`src/rtl/viterbi_pkg.sv`:
```
// Shared types, constants and helpers for the 8-state (K=4, rate-1/2)
// Viterbi ACS scheduler.
package viterbi_pkg;

   localparam int NUM_STATES = 8;
   localparam int PM_W       = 8;
   localparam int IDX_W      = 3;

   // Generator polynomials applied to r = {u, p}
   localparam logic [3:0] GEN_0 = 4'b1111;
   localparam logic [3:0] GEN_1 = 4'b1101;

   typedef enum logic [1:0] {
      S_IDLE   = 2'd0,
      S_RUN    = 2'd1,
      S_COMMIT = 2'd2,
      S_DONE   = 2'd3
   } sched_state_e;

   typedef struct packed {
      logic            valid;
      logic [PM_W-1:0] cost;
   } metric_t;

   // Expected encoder output for a transition out of state p with input bit u
   function automatic logic [1:0] exp_sym(input logic [IDX_W-1:0] p, input logic u);
      logic [3:0] r;
      r = {u, p};
      return {^(r & GEN_0), ^(r & GEN_1)};
   endfunction

   // Frame-start metric: only state 0 is reachable, all costs zero
   function automatic metric_t init_metric(input int unsigned s);
      metric_t m;
      m.valid = (s == 32'd0);
      m.cost  = 8'h00;
      return m;
   endfunction

endpackage

```
`src/rtl/acs_scheduler_if.sv`:
```
// Handshake, ACS drive and survivor bus of the ACS scheduler.
// The scheduler uses the slave modport; its environment (branch-metric
// unit, external ACS and traceback) uses the master modport.
interface acs_scheduler_if;
   import viterbi_pkg::*;

   logic                  start;
   logic                  step_valid;
   logic                  step_ready;
   logic [3:0][1:0]       bm_i;

   logic                  acs_path_0_valid;
   logic                  acs_path_1_valid;
   logic [1:0]            acs_path_0_bmc;
   logic [1:0]            acs_path_1_bmc;
   logic [PM_W-1:0]       acs_path_0_pmc;
   logic [PM_W-1:0]       acs_path_1_pmc;
   logic                  acs_selection;
   logic                  acs_valid_o;
   logic [PM_W-1:0]       acs_path_cost;

   logic                  surv_valid;
   logic                  surv_ready;
   logic [NUM_STATES-1:0] surv_sel;
   logic [NUM_STATES-1:0] surv_vld;
   logic [IDX_W-1:0]      best_state;

   modport slave (
      input  start, step_valid, bm_i,
      input  acs_selection, acs_valid_o, acs_path_cost,
      input  surv_ready,
      output step_ready,
      output acs_path_0_valid, acs_path_1_valid,
      output acs_path_0_bmc, acs_path_1_bmc,
      output acs_path_0_pmc, acs_path_1_pmc,
      output surv_valid, surv_sel, surv_vld, best_state
   );

   modport master (
      output start, step_valid, bm_i,
      output acs_selection, acs_valid_o, acs_path_cost,
      output surv_ready,
      input  step_ready,
      input  acs_path_0_valid, acs_path_1_valid,
      input  acs_path_0_bmc, acs_path_1_bmc,
      input  acs_path_0_pmc, acs_path_1_pmc,
      input  surv_valid, surv_sel, surv_vld, best_state
   );

endinterface

```
`src/rtl/pm_bank.sv`:
```
// Ping-pong path-metric storage. Reads both predecessors of a next state
// from the current bank; writes the next bank; on swap, normalises the next
// bank and makes it current.
module pm_bank
   import viterbi_pkg::*;
(
   input  logic             clk,
   input  logic             rst_n,
   input  logic             init_i,
   input  logic             swap_i,
   input  logic [IDX_W-1:0] rd_idx_i,
   output metric_t          rd_p0_o,
   output metric_t          rd_p1_o,
   input  logic             wr_en_i,
   input  logic [IDX_W-1:0] wr_idx_i,
   input  metric_t          wr_data_i
);

   metric_t          bank_q [2][NUM_STATES];
   logic             cur_q;
   logic             nxt_s;
   logic             any_valid_s;
   logic             all_top_s;
   logic             norm_s;
   logic [IDX_W-1:0] p0_s;
   logic [IDX_W-1:0] p1_s;

   assign nxt_s   = ~cur_q;
   assign p0_s    = {1'b0, rd_idx_i[IDX_W-1:1]};
   assign p1_s    = {1'b1, rd_idx_i[IDX_W-1:1]};
   assign rd_p0_o = bank_q[cur_q][p0_s];
   assign rd_p1_o = bank_q[cur_q][p1_s];

   // Normalise when every reachable new metric has its top bit set
   always_comb begin
      any_valid_s = 1'b0;
      all_top_s   = 1'b1;
      for (int s = 0; s < NUM_STATES; s++) begin
         any_valid_s = any_valid_s | bank_q[nxt_s][s].valid;
         all_top_s   = all_top_s & (~bank_q[nxt_s][s].valid | bank_q[nxt_s][s].cost[PM_W-1]);
      end
      norm_s = any_valid_s & all_top_s;
   end

   // Bank storage: init both banks, indexed write, normalise-and-swap
   always_ff @(posedge clk or negedge rst_n) begin
      if (!rst_n) begin
         cur_q <= 1'b0;
         for (int b = 0; b < 2; b++) begin
            for (int s = 0; s < NUM_STATES; s++) begin
               bank_q[b][s] <= init_metric(s);
            end
         end
      end else if (init_i) begin
         cur_q <= 1'b0;
         for (int b = 0; b < 2; b++) begin
            for (int s = 0; s < NUM_STATES; s++) begin
               bank_q[b][s] <= init_metric(s);
            end
         end
      end else begin
         if (wr_en_i) begin
            bank_q[nxt_s][wr_idx_i] <= wr_data_i;
         end
         if (swap_i) begin
            for (int s = 0; s < NUM_STATES; s++) begin
               if (norm_s && bank_q[nxt_s][s].valid) begin
                  bank_q[nxt_s][s].cost[PM_W-1] <= 1'b0;
               end
            end
            cur_q <= nxt_s;
         end
      end
   end

endmodule

```
`src/rtl/acs_scheduler.sv`:
```
// Time-shares one external ACS across the 8 trellis states: one accepted
// step walks states 0..7, stores new metrics in the ping-pong bank and
// publishes one survivor word plus the best state.
module acs_scheduler
   import viterbi_pkg::*;
(
   input  logic           clk,
   input  logic           rst_n,
   acs_scheduler_if.slave bus
);

   sched_state_e          state_q, state_d;
   logic [IDX_W-1:0]      idx_q, idx_d;
   logic [3:0][1:0]       bm_q, bm_d;

   logic                  accept_s;
   logic                  step_ready_s;
   logic                  init_s;
   logic                  wr_en_s;
   logic                  swap_s;
   logic                  run_s;
   metric_t               rd_p0_s, rd_p1_s, wr_data_s;
   logic [IDX_W-1:0]      p0_s, p1_s;
   logic                  u_s;

   logic                  surv_valid_q;
   logic [NUM_STATES-1:0] surv_sel_q, surv_vld_q;
   logic [IDX_W-1:0]      best_state_q;
   logic [NUM_STATES-1:0] wsel_q, wvld_q;
   logic [IDX_W-1:0]      best_idx_q;
   logic [PM_W-1:0]       best_cost_q;
   logic                  best_found_q;

   assign p0_s  = {1'b0, idx_q[IDX_W-1:1]};
   assign p1_s  = {1'b1, idx_q[IDX_W-1:1]};
   assign u_s   = idx_q[0];
   assign run_s = (state_q == S_RUN);

   pm_bank u_bank (
      .clk       (clk),
      .rst_n     (rst_n),
      .init_i    (init_s),
      .swap_i    (swap_s),
      .rd_idx_i  (idx_q),
      .rd_p0_o   (rd_p0_s),
      .rd_p1_o   (rd_p1_s),
      .wr_en_i   (wr_en_s),
      .wr_idx_i  (idx_q),
      .wr_data_i (wr_data_s)
   );

   // Next-state logic and per-state strobes; start overrides everything
   always_comb begin
      state_d      = state_q;
      idx_d        = idx_q;
      bm_d         = bm_q;
      accept_s     = 1'b0;
      step_ready_s = 1'b0;
      init_s       = 1'b0;
      wr_en_s      = 1'b0;
      swap_s       = 1'b0;
      wr_data_s    = '{valid: bus.acs_valid_o, cost: bus.acs_path_cost};
      if (bus.start) begin
         init_s  = 1'b1;
         idx_d   = 3'd0;
         state_d = S_IDLE;
      end else begin
         case (state_q)
            S_IDLE: begin
               step_ready_s = 1'b1;
               if (bus.step_valid) begin
                  accept_s = 1'b1;
                  bm_d     = bus.bm_i;
                  idx_d    = 3'd0;
                  state_d  = S_RUN;
               end else begin
                  state_d = S_IDLE;
               end
            end
            S_RUN: begin
               wr_en_s = 1'b1;
               if (idx_q == 3'd7) begin
                  state_d = S_COMMIT;
               end else begin
                  idx_d = idx_q + 3'd1;
               end
            end
            S_COMMIT: begin
               swap_s  = 1'b1;
               state_d = S_DONE;
            end
            S_DONE: begin
               if (bus.surv_ready) begin
                  state_d = S_IDLE;
               end else begin
                  state_d = S_DONE;
               end
            end
            default: begin
               state_d = S_IDLE;
            end
         endcase
      end
   end

   // FSM state, step index and latched branch metrics
   always_ff @(posedge clk or negedge rst_n) begin
      if (!rst_n) begin
         state_q <= S_IDLE;
         idx_q   <= 3'd0;
         bm_q    <= 8'h00;
      end else begin
         state_q <= state_d;
         idx_q   <= idx_d;
         bm_q    <= bm_d;
      end
   end

   // Survivor capture in RUN, publication at COMMIT, release in DONE
   always_ff @(posedge clk or negedge rst_n) begin
      if (!rst_n) begin
         surv_valid_q <= 1'b0;
         surv_sel_q   <= 8'h00;
         surv_vld_q   <= 8'h00;
         best_state_q <= 3'd0;
         wsel_q       <= 8'h00;
         wvld_q       <= 8'h00;
         best_idx_q   <= 3'd0;
         best_cost_q  <= 8'h00;
         best_found_q <= 1'b0;
      end else if (bus.start) begin
         surv_valid_q <= 1'b0;
         best_found_q <= 1'b0;
      end else begin
         case (state_q)
            S_IDLE: begin
               if (accept_s) begin
                  best_found_q <= 1'b0;
               end
            end
            S_RUN: begin
               wsel_q[idx_q] <= bus.acs_selection;
               wvld_q[idx_q] <= bus.acs_valid_o;
               if (bus.acs_valid_o && (!best_found_q || (bus.acs_path_cost < best_cost_q))) begin
                  best_found_q <= 1'b1;
                  best_idx_q   <= idx_q;
                  best_cost_q  <= bus.acs_path_cost;
               end
            end
            S_COMMIT: begin
               surv_sel_q   <= wsel_q;
               surv_vld_q   <= wvld_q;
               best_state_q <= best_idx_q;
               surv_valid_q <= 1'b1;
            end
            S_DONE: begin
               if (bus.surv_ready) begin
                  surv_valid_q <= 1'b0;
               end
            end
            default: begin
            end
         endcase
      end
   end

   // Held low while rst_n is asserted even though the FSM already sits in IDLE
   assign bus.step_ready = step_ready_s & rst_n;

   // ACS drive is quiet outside RUN
   assign bus.acs_path_0_valid = run_s & rd_p0_s.valid;
   assign bus.acs_path_1_valid = run_s & rd_p1_s.valid;
   assign bus.acs_path_0_bmc   = run_s ? bm_q[exp_sym(p0_s, u_s)] : 2'b00;
   assign bus.acs_path_1_bmc   = run_s ? bm_q[exp_sym(p1_s, u_s)] : 2'b00;
   assign bus.acs_path_0_pmc   = run_s ? rd_p0_s.cost : 8'h00;
   assign bus.acs_path_1_pmc   = run_s ? rd_p1_s.cost : 8'h00;

   assign bus.surv_valid = surv_valid_q;
   assign bus.surv_sel   = surv_sel_q;
   assign bus.surv_vld   = surv_vld_q;
   assign bus.best_state = best_state_q;

endmodule

```
`src/flat_wrapper.sv`:
```
// flat-port wrapper written by rule: the top's interface ports become plain ports
module acs_scheduler_flat import viterbi_pkg::*;
  (clk, rst_n, bus_start, bus_step_valid, bus_bm_i, bus_acs_selection, bus_acs_valid_o, bus_acs_path_cost, bus_surv_ready, bus_step_ready, bus_acs_path_0_valid, bus_acs_path_1_valid, bus_acs_path_0_bmc, bus_acs_path_1_bmc, bus_acs_path_0_pmc, bus_acs_path_1_pmc, bus_surv_valid, bus_surv_sel, bus_surv_vld, bus_best_state);
  acs_scheduler_if bus_i ();
  input  logic clk;
  input  logic rst_n;
  input wire logic [$bits(bus_i.start)-1:0] bus_start;
  input wire logic [$bits(bus_i.step_valid)-1:0] bus_step_valid;
  input wire logic [$bits(bus_i.bm_i)-1:0] bus_bm_i;
  input wire logic [$bits(bus_i.acs_selection)-1:0] bus_acs_selection;
  input wire logic [$bits(bus_i.acs_valid_o)-1:0] bus_acs_valid_o;
  input wire logic [$bits(bus_i.acs_path_cost)-1:0] bus_acs_path_cost;
  input wire logic [$bits(bus_i.surv_ready)-1:0] bus_surv_ready;
  output wire logic [$bits(bus_i.step_ready)-1:0] bus_step_ready;
  output wire logic [$bits(bus_i.acs_path_0_valid)-1:0] bus_acs_path_0_valid;
  output wire logic [$bits(bus_i.acs_path_1_valid)-1:0] bus_acs_path_1_valid;
  output wire logic [$bits(bus_i.acs_path_0_bmc)-1:0] bus_acs_path_0_bmc;
  output wire logic [$bits(bus_i.acs_path_1_bmc)-1:0] bus_acs_path_1_bmc;
  output wire logic [$bits(bus_i.acs_path_0_pmc)-1:0] bus_acs_path_0_pmc;
  output wire logic [$bits(bus_i.acs_path_1_pmc)-1:0] bus_acs_path_1_pmc;
  output wire logic [$bits(bus_i.surv_valid)-1:0] bus_surv_valid;
  output wire logic [$bits(bus_i.surv_sel)-1:0] bus_surv_sel;
  output wire logic [$bits(bus_i.surv_vld)-1:0] bus_surv_vld;
  output wire logic [$bits(bus_i.best_state)-1:0] bus_best_state;
  assign bus_i.start = bus_start;
  assign bus_i.step_valid = bus_step_valid;
  assign bus_i.bm_i = bus_bm_i;
  assign bus_i.acs_selection = bus_acs_selection;
  assign bus_i.acs_valid_o = bus_acs_valid_o;
  assign bus_i.acs_path_cost = bus_acs_path_cost;
  assign bus_i.surv_ready = bus_surv_ready;
  assign bus_step_ready = bus_i.step_ready;
  assign bus_acs_path_0_valid = bus_i.acs_path_0_valid;
  assign bus_acs_path_1_valid = bus_i.acs_path_1_valid;
  assign bus_acs_path_0_bmc = bus_i.acs_path_0_bmc;
  assign bus_acs_path_1_bmc = bus_i.acs_path_1_bmc;
  assign bus_acs_path_0_pmc = bus_i.acs_path_0_pmc;
  assign bus_acs_path_1_pmc = bus_i.acs_path_1_pmc;
  assign bus_surv_valid = bus_i.surv_valid;
  assign bus_surv_sel = bus_i.surv_sel;
  assign bus_surv_vld = bus_i.surv_vld;
  assign bus_best_state = bus_i.best_state;
  acs_scheduler u_core (.clk(clk), .rst_n(rst_n), .bus(bus_i));
endmodule
```
`config.mk`:
```
export PLATFORM = sky130hd
export DESIGN_NAME = acs_scheduler_flat
export DESIGN_NICKNAME = d
export VERILOG_FILES = /design/src/rtl/viterbi_pkg.sv /design/src/rtl/acs_scheduler_if.sv /design/src/rtl/pm_bank.sv /design/src/rtl/acs_scheduler.sv /design/src/flat_wrapper.sv
export SDC_FILE = /design/constraint.sdc
export NUM_CORES = 1
export LEC_CHECK = 0
export BUFFER_PORTS_ARGS = -buffer_cell sky130_fd_sc_hd__buf_2
export CORE_MARGIN = 1.5
export CORE_UTILIZATION = 55
export CTS_BUF_LIST = sky130_fd_sc_hd__clkbuf_4 sky130_fd_sc_hd__clkbuf_8
export DETAILED_ROUTE_END_ITERATION = 8
export PLACE_DENSITY = 0.76
export SYNTH_ARGS = -nofsm -noshare
export SYNTH_HDL_FRONTEND = slang
export SYNTH_HIERARCHICAL = 1
export SYNTH_SLANG_ARGS = --single-unit
```
`constraint.sdc`:
```
create_clock -name clk -period 2.6 [get_ports clk]
set_clock_uncertainty 0.15 [all_clocks]
set_input_delay 0.39 -clock clk [delete_from_list [all_inputs] [get_ports clk]]
set_output_delay 0.39 -clock clk [all_outputs]
set_load 0.02 [all_outputs]
```
After elaboration in Yosys (flattened, before gate mapping). Cells that the tools add are included.

Bitwise operators: 41. $mul: 0. Reductions and logical operators: 29. Equality and inequality tests: 10. Magnitude comparators: 12. Add/subtract/negate cells: 1. Shifts and indexed selects: 0. Muxes and demuxes: 107. Divide/modulo/power cells: 0.

Operator list (count): $mux W144 (26); $bwmux W144 (9); $demux W72 S1 (9); $mux W72 (7); $mux W71 (1); $mux W62 (1); $bmux W9 S3 (2); $mux W53 (1); $mux W9 (5); $mux W44 (1); $mux W35 (1); $demux W9 S3 (1); $mux W26 (1); $mux W8 (3); $mux W1 (19); $mux W17 (1); $bwmux W8 (2); $reduce_xor A4 Y1 (4); $ne A3 B3 Y1 const B (5); $or A1 B1 Y1 (15); $mux W2 (7); $ge A4 B4 Y1 const B (3); $logic_and A1 B1 Y1 (12); $reduce_and A3 Y1 (4); other kinds (29) (60).

Logic and storage cells: 248. Register bits: 206. Output and inout port bits: 43. Bits in latches: 0. Memories kept: 0. Bits of input ports: 23. ROM bits: 0. Bits in writable memories: 0.

Depth between registers and ports, before layout.
Word-level depth: 47. Depth in mapped cells: 8. Mapped depth without buffers: 7.

By module. The synthesis kept the hierarchy.

Modules (own cells, without submodules): pm_bank (area an instance 7462.2 um^2, instances 1, sequential area each 3631.0 um^2, cells each 647); acs_scheduler (area an instance 3240.6 um^2, instances 1, sequential area each 1526.5 um^2, cells each 278).

Least setup slack after synthesis. Ideal clock, no wire load.

Path type: flip-flop to output port. Start: register u_core.idx_q[1]. End: output port bus_acs_path_0_pmc[7]. Buffers on the path: 2. Stages on the path, launching flop included: 7. Data arrival time: 2033 ps. Slack: 27 ps. Required time: 2060 ps. Cell sequence: dfrtp_1 buf_2 buf_1 mux4_2 nand2_1 o21ai_0 and2_1.

RTL lines: start, declared (RTL line acs_scheduler.sv:13) `logic [IDX_W-1:0] idx_q, idx_d;`; start signal, assigned (RTL line acs_scheduler.sv:114) `idx_q <= idx_d;`; end, declared (RTL line flat_wrapper.sv:19) `output wire logic [$bits(bus_i.acs_path_0_pmc)-1:0] bus_acs_path_0_pmc;`.

Worst setup path in the final report.
Start: register u_core.idx_q[1]. End: output port bus_acs_path_1_bmc[1].

Word-level cells in the longest chain between the ends: 4. Elaborated cells between the ends (all ways): 5. Those cells by class: mux (3); reduce/logical (2).

Ends and longest elaborated chain: $reduce_xor A4 Y1 (RTL line viterbi_pkg.sv:29) `return {^(r & GEN_0), ^(r & GEN_1)};`; $bmux W2 S2 (*) (RTL line acs_scheduler.sv:174) `assign bus.acs_path_1_bmc = run_s ? bm_q[exp_sym(p1_s, u_s)] : 2'b00;`; $mux W2 (implied by the code) (*) (RTL line acs_scheduler.sv:174); $mux W2 (*) (RTL line acs_scheduler.sv:174); end, declared (RTL line flat_wrapper.sv:18) `output wire logic [$bits(bus_i.acs_path_1_bmc)-1:0] bus_acs_path_1_bmc;`.

Mark *: on every way between the ends. The rest lies on a longest branch, timed or not. The select of a mux whose other input is x is not followed.

==> results.py <==
metrics = {
    "clock_network": {
        "cts_tree": "yes",
        "clock_sinks": 206,
        "cts_made_buffers": 36,
        "clkLatencyLatePin_ns": 0.53,
        "ctsHtreeMaxLevel": 2,
        "clk_pin_slew_ns": 0.06,
        "clockBufferDepth": 3,
        "cts_root_buf": "clkbuf_8",
    },
    "setup_path": {
        "crit_chain": "inv_2, ha_4, xnor2_4, mux4_2, and2_4, buf_6",
        "required_ns": 2.06,
        "crit_path_end_kind": "output pin",
        "critPathArrivalTime_ns": 2.33,
        "slowest_delay_ns": 0.52,
        "startpoint_type": "flop",
        "worst-path-buf-inv": 2,
        "path_depth": 6,
        "critical_path_class": "reg -> out",
        "crit_slowest_cell": "mux4_2",
        "crit_path_max_fanout": 5,
        "reg2reg_depth": 7,
        "critical-path-top-delay-family": "multiplexers",
    },
    "finish": {
        "drive_gt1_share_pct": 32.9,
        "insertedDiodeCount": 0,
        "nets": 1082,
        "layout_common_cells": "202 x dfrtp_1, 129 x nor2_1, 129 x mux2i_1",
        "final_core_util_pct": 68.5,
        "nFillCells": 1335,
        "layout_commonest_cell": "dfrtp_1",
        "area_delta_synth_final_pct": 20.9,
    },
    "timing": {
        "tightestPinTransition_ns": 0.918,
        "setup_ws_ns": -0.268,
        "slew_headroom_pct": 38.8,
        "drv_slew": 0,
        "period_minus_slack_ns": 2.87,
        "max_freq_mhz": 349,
        "finalCritPeriodShare_pct": 110,
        "grt_setup_unrepaired": "true",
        "setup_viol": 23,
        "hold_violations": 0,
        "holdWs_ns": 0.0774,
    },
    "global_routing": {
        "grt_util_met2_pct": 42.9,
        "grt_pass1_wl_microns": 43300,
        "antenna_found_initial": 0,
        "grt.busiest_layer": "met2",
        "met1_usage_pct": 39.9,
        "grtUsageTotal_pct": 27.9,
        "grt_pass1_vias": 7869,
        "grt_max_degree": 152,
        "grtUsageMet3_pct": 5.28,
        "gr-total-overflow": 0,
    },
    "floorplanning": {
        "die_w_microns": 142,
        "die-area_sq_um": 20300,
        "die_h_microns": 142,
        "core.rowCount": 50,
        "io_pins": 66,
        "initial_utilization_pct": 56.6,
        "core_area_sq_um": 18900,
    },
    "route": {
        "postRouteAntennaNets": 0,
        "vias": 7931,
        "dr.pass1.iters": 5,
        "wirelength_microns": 27700,
        "drt_iter0_drc": 740,
        "via_per_inst": 5.96,
        "post-route-drc-count": 0,
        "wire_per_inst_microns": 20.8,
    },
    "power_and_ir_drop": {
        "p_clk_share_pct": 42.0,
        "p_seq_share_pct": 47.0,
        "leakage_nw": 5.91,
        "switching_power_mw": 1.86,
        "pwr_density_cell_nw_per_um2": 560,
        "p_comb_share_pct": 11.0,
        "ir_drop_mv": 0.488,
        "p_sw_share_pct": 25.6,
        "internal_power_mw": 5.39,
    },
    "yosys": {
        "synth-seq-area-share_pct": 48.2,
        "syn-cell-area_sq_um": 10700,
        "postSynth.asyncResetShare_pct": 100,
        "yosysWarningCount": 6,
        "synth_ff_type": "dfrtp_1",
        "ys_types": 55,
        "synthCells": 925,
        "syn_avg_cell_area_sq_um": 11.6,
        "synth.net_count": 961,
        "synth_edf_count": 0,
        "synth-seq-cells": 206,
    },
    "min_path": {
        "holdPathStages": 3,
        "min_path_type": "in -> reg",
    },
    "placed_design": {
        "portBuffers": 65,
        "hpwl_microns": 16700,
        "gp_congestion": 0.823,
    },
    "status": {
        "outcome": "finished with violations",
        "failed_checks": "setup timing",
    },
    "job": {
        "drv_cap": 0,
    },
}
-- state kept, by name, indices dropped and copies added, names as in the netlist --
register / count
u_core/u_bank/bank_q: 144
u_core/best_idx_q: 3
u_core/bus.surv_vld: 8
u_core/best_cost_q: 8
u_core/u_bank/cur_q: 1
u_core/bm_q: 8
u_core/idx_q: 3
u_core/wvld_q: 8
u_core/best_found_q: 1
u_core/wsel_q: 8
u_core/state_q: 2
u_core/bus.best_state: 3
u_core/bus.surv_sel: 8
u_core/bus.surv_valid: 1
-- cells in the mapped netlist (5+ instances only) --
| cell type | number | area [sq um] |
|---|---|---|
| dfrtp_1 | 204 | 5100 |
| mux2i_1 | 129 | 1290 |
| nor2_1 | 129 | 484 |
| mux2_2 | 65 | 732 |
| nand2_1 | 56 | 210 |
| mux4_2 | 39 | 878 |
| clkbuf_1 | 36 | 135 |
| and2_1 | 24 | 150 |
| inv_1 | 24 | 90.1 |
| a21oi_1 | 23 | 115 |
| buf_2 | 21 | 105 |
| o21ai_0 | 17 | 85.1 |
| nor2b_1 | 15 | 93.8 |
| ha_1 | 13 | 163 |
| nand3b_1 | 13 | 97.6 |
| a211oi_1 | 12 | 90.1 |
| o211ai_1 | 12 | 90.1 |
| o2111ai_1 | 11 | 96.3 |
| nand2b_1 | 9 | 56.3 |
| nand3_1 | 9 | 45.0 |
| nor2_2 | 9 | 56.3 |
| a21o_1 | 5 | 37.5 |
-- tightest hold or removal path: stages --
cell	delay [ns]
buf_2	0.12
nor3_1	0.14
a211oi_1	0.07
-- logic make-up (layout without fill, tap and decap cells) --
group	after synthesis	after routing	synth area share [%]
AO/OA/AOI/OAI	93	93	6.07
XOR/XNOR	3	3	0.246
flip-flops	206	206	48.2
adder cells (fa/ha/maj)	13	13	1.52
buffers and inverters	88	234	3.51
multiplexers	234	234	27.4
AND/OR/NAND/NOR	288	288	13.1
-- area by class of cell --
class	count	area, sq um	share of cell area, %
multi-input combinational	631	5310	41.0
clock buffer	54	668	5.16
timing repair buffer	147	1320	10.2
clock inverter	9	75.1	0.580
inverter	24	90.1	0.696
tap	260	325	2.51
sequential	206	5160	39.9
-- per-stage QoR --
stage,cell area [sq um],total power [mW],setup TNS [ns],setup WS (ns),instances
after global placement,11600,4.15,0,0.117,1235
after CTS,12700,7.26,-4.94,-0.281,1324
after floorplan,10700,3.87,0,0.0275,925
after detailed placement,11600,4.18,0,0.0722,1235
after global routing,12900,7.53,-6.53,-0.348,1331
final,12900,7.25,-4.66,-0.268,1331
-- layer usage --
metal	wire length (microns)	share of wire [%]	up-vias
met2	13000	47	370
met1	11800	42	3965
li1	-	-	3525
met4	761	2.7	0
met5	0	0	-
met3	2180	7.9	71
-- repair_timing --
item	CTS	global route
hold buffers	12	0
pin swaps	2	3
setup endpoints to repair	22	52
gates cloned	2	2
gates resized for setup	41	34
hold endpoints to repair	144	0
buffers inserted	12	6
-- final timing paths --
| path | start | to | slack, ns |
|---|---|---|---|
| max in group asynchronous | rst_n | u_core/idx_q[1] | 1.08 |
| min in group asynchronous | rst_n | u_core/u_bank/cur_q | 0.44 |
| setup reg to reg | u_core/u_bank/cur_q | u_core/u_bank/bank_q[25] | -0.01 |
| setup / recovery | u_core/idx_q[1] | bus_acs_path_1_bmc[1] | -0.27 |
| hold reg to reg | u_core/bus.surv_vld[4] | u_core/bus.surv_vld[4] | 0.35 |
| hold / removal | bus_step_valid | u_core/state_q[0] | 0.08 |
-- power groups by stage --
stage	Clock, mW	Combinational (mW)	Sequential [mW]
final	3.05	0.795	3.41
after global routing	3.25	0.867	3.41
after CTS	3.10	0.767	3.40
after detailed placement	0	0.724	3.45
after global placement	0	0.701	3.45
after floorplan	0	0.445	3.43
Note: power is estimated with default switching activity, not from simulation.
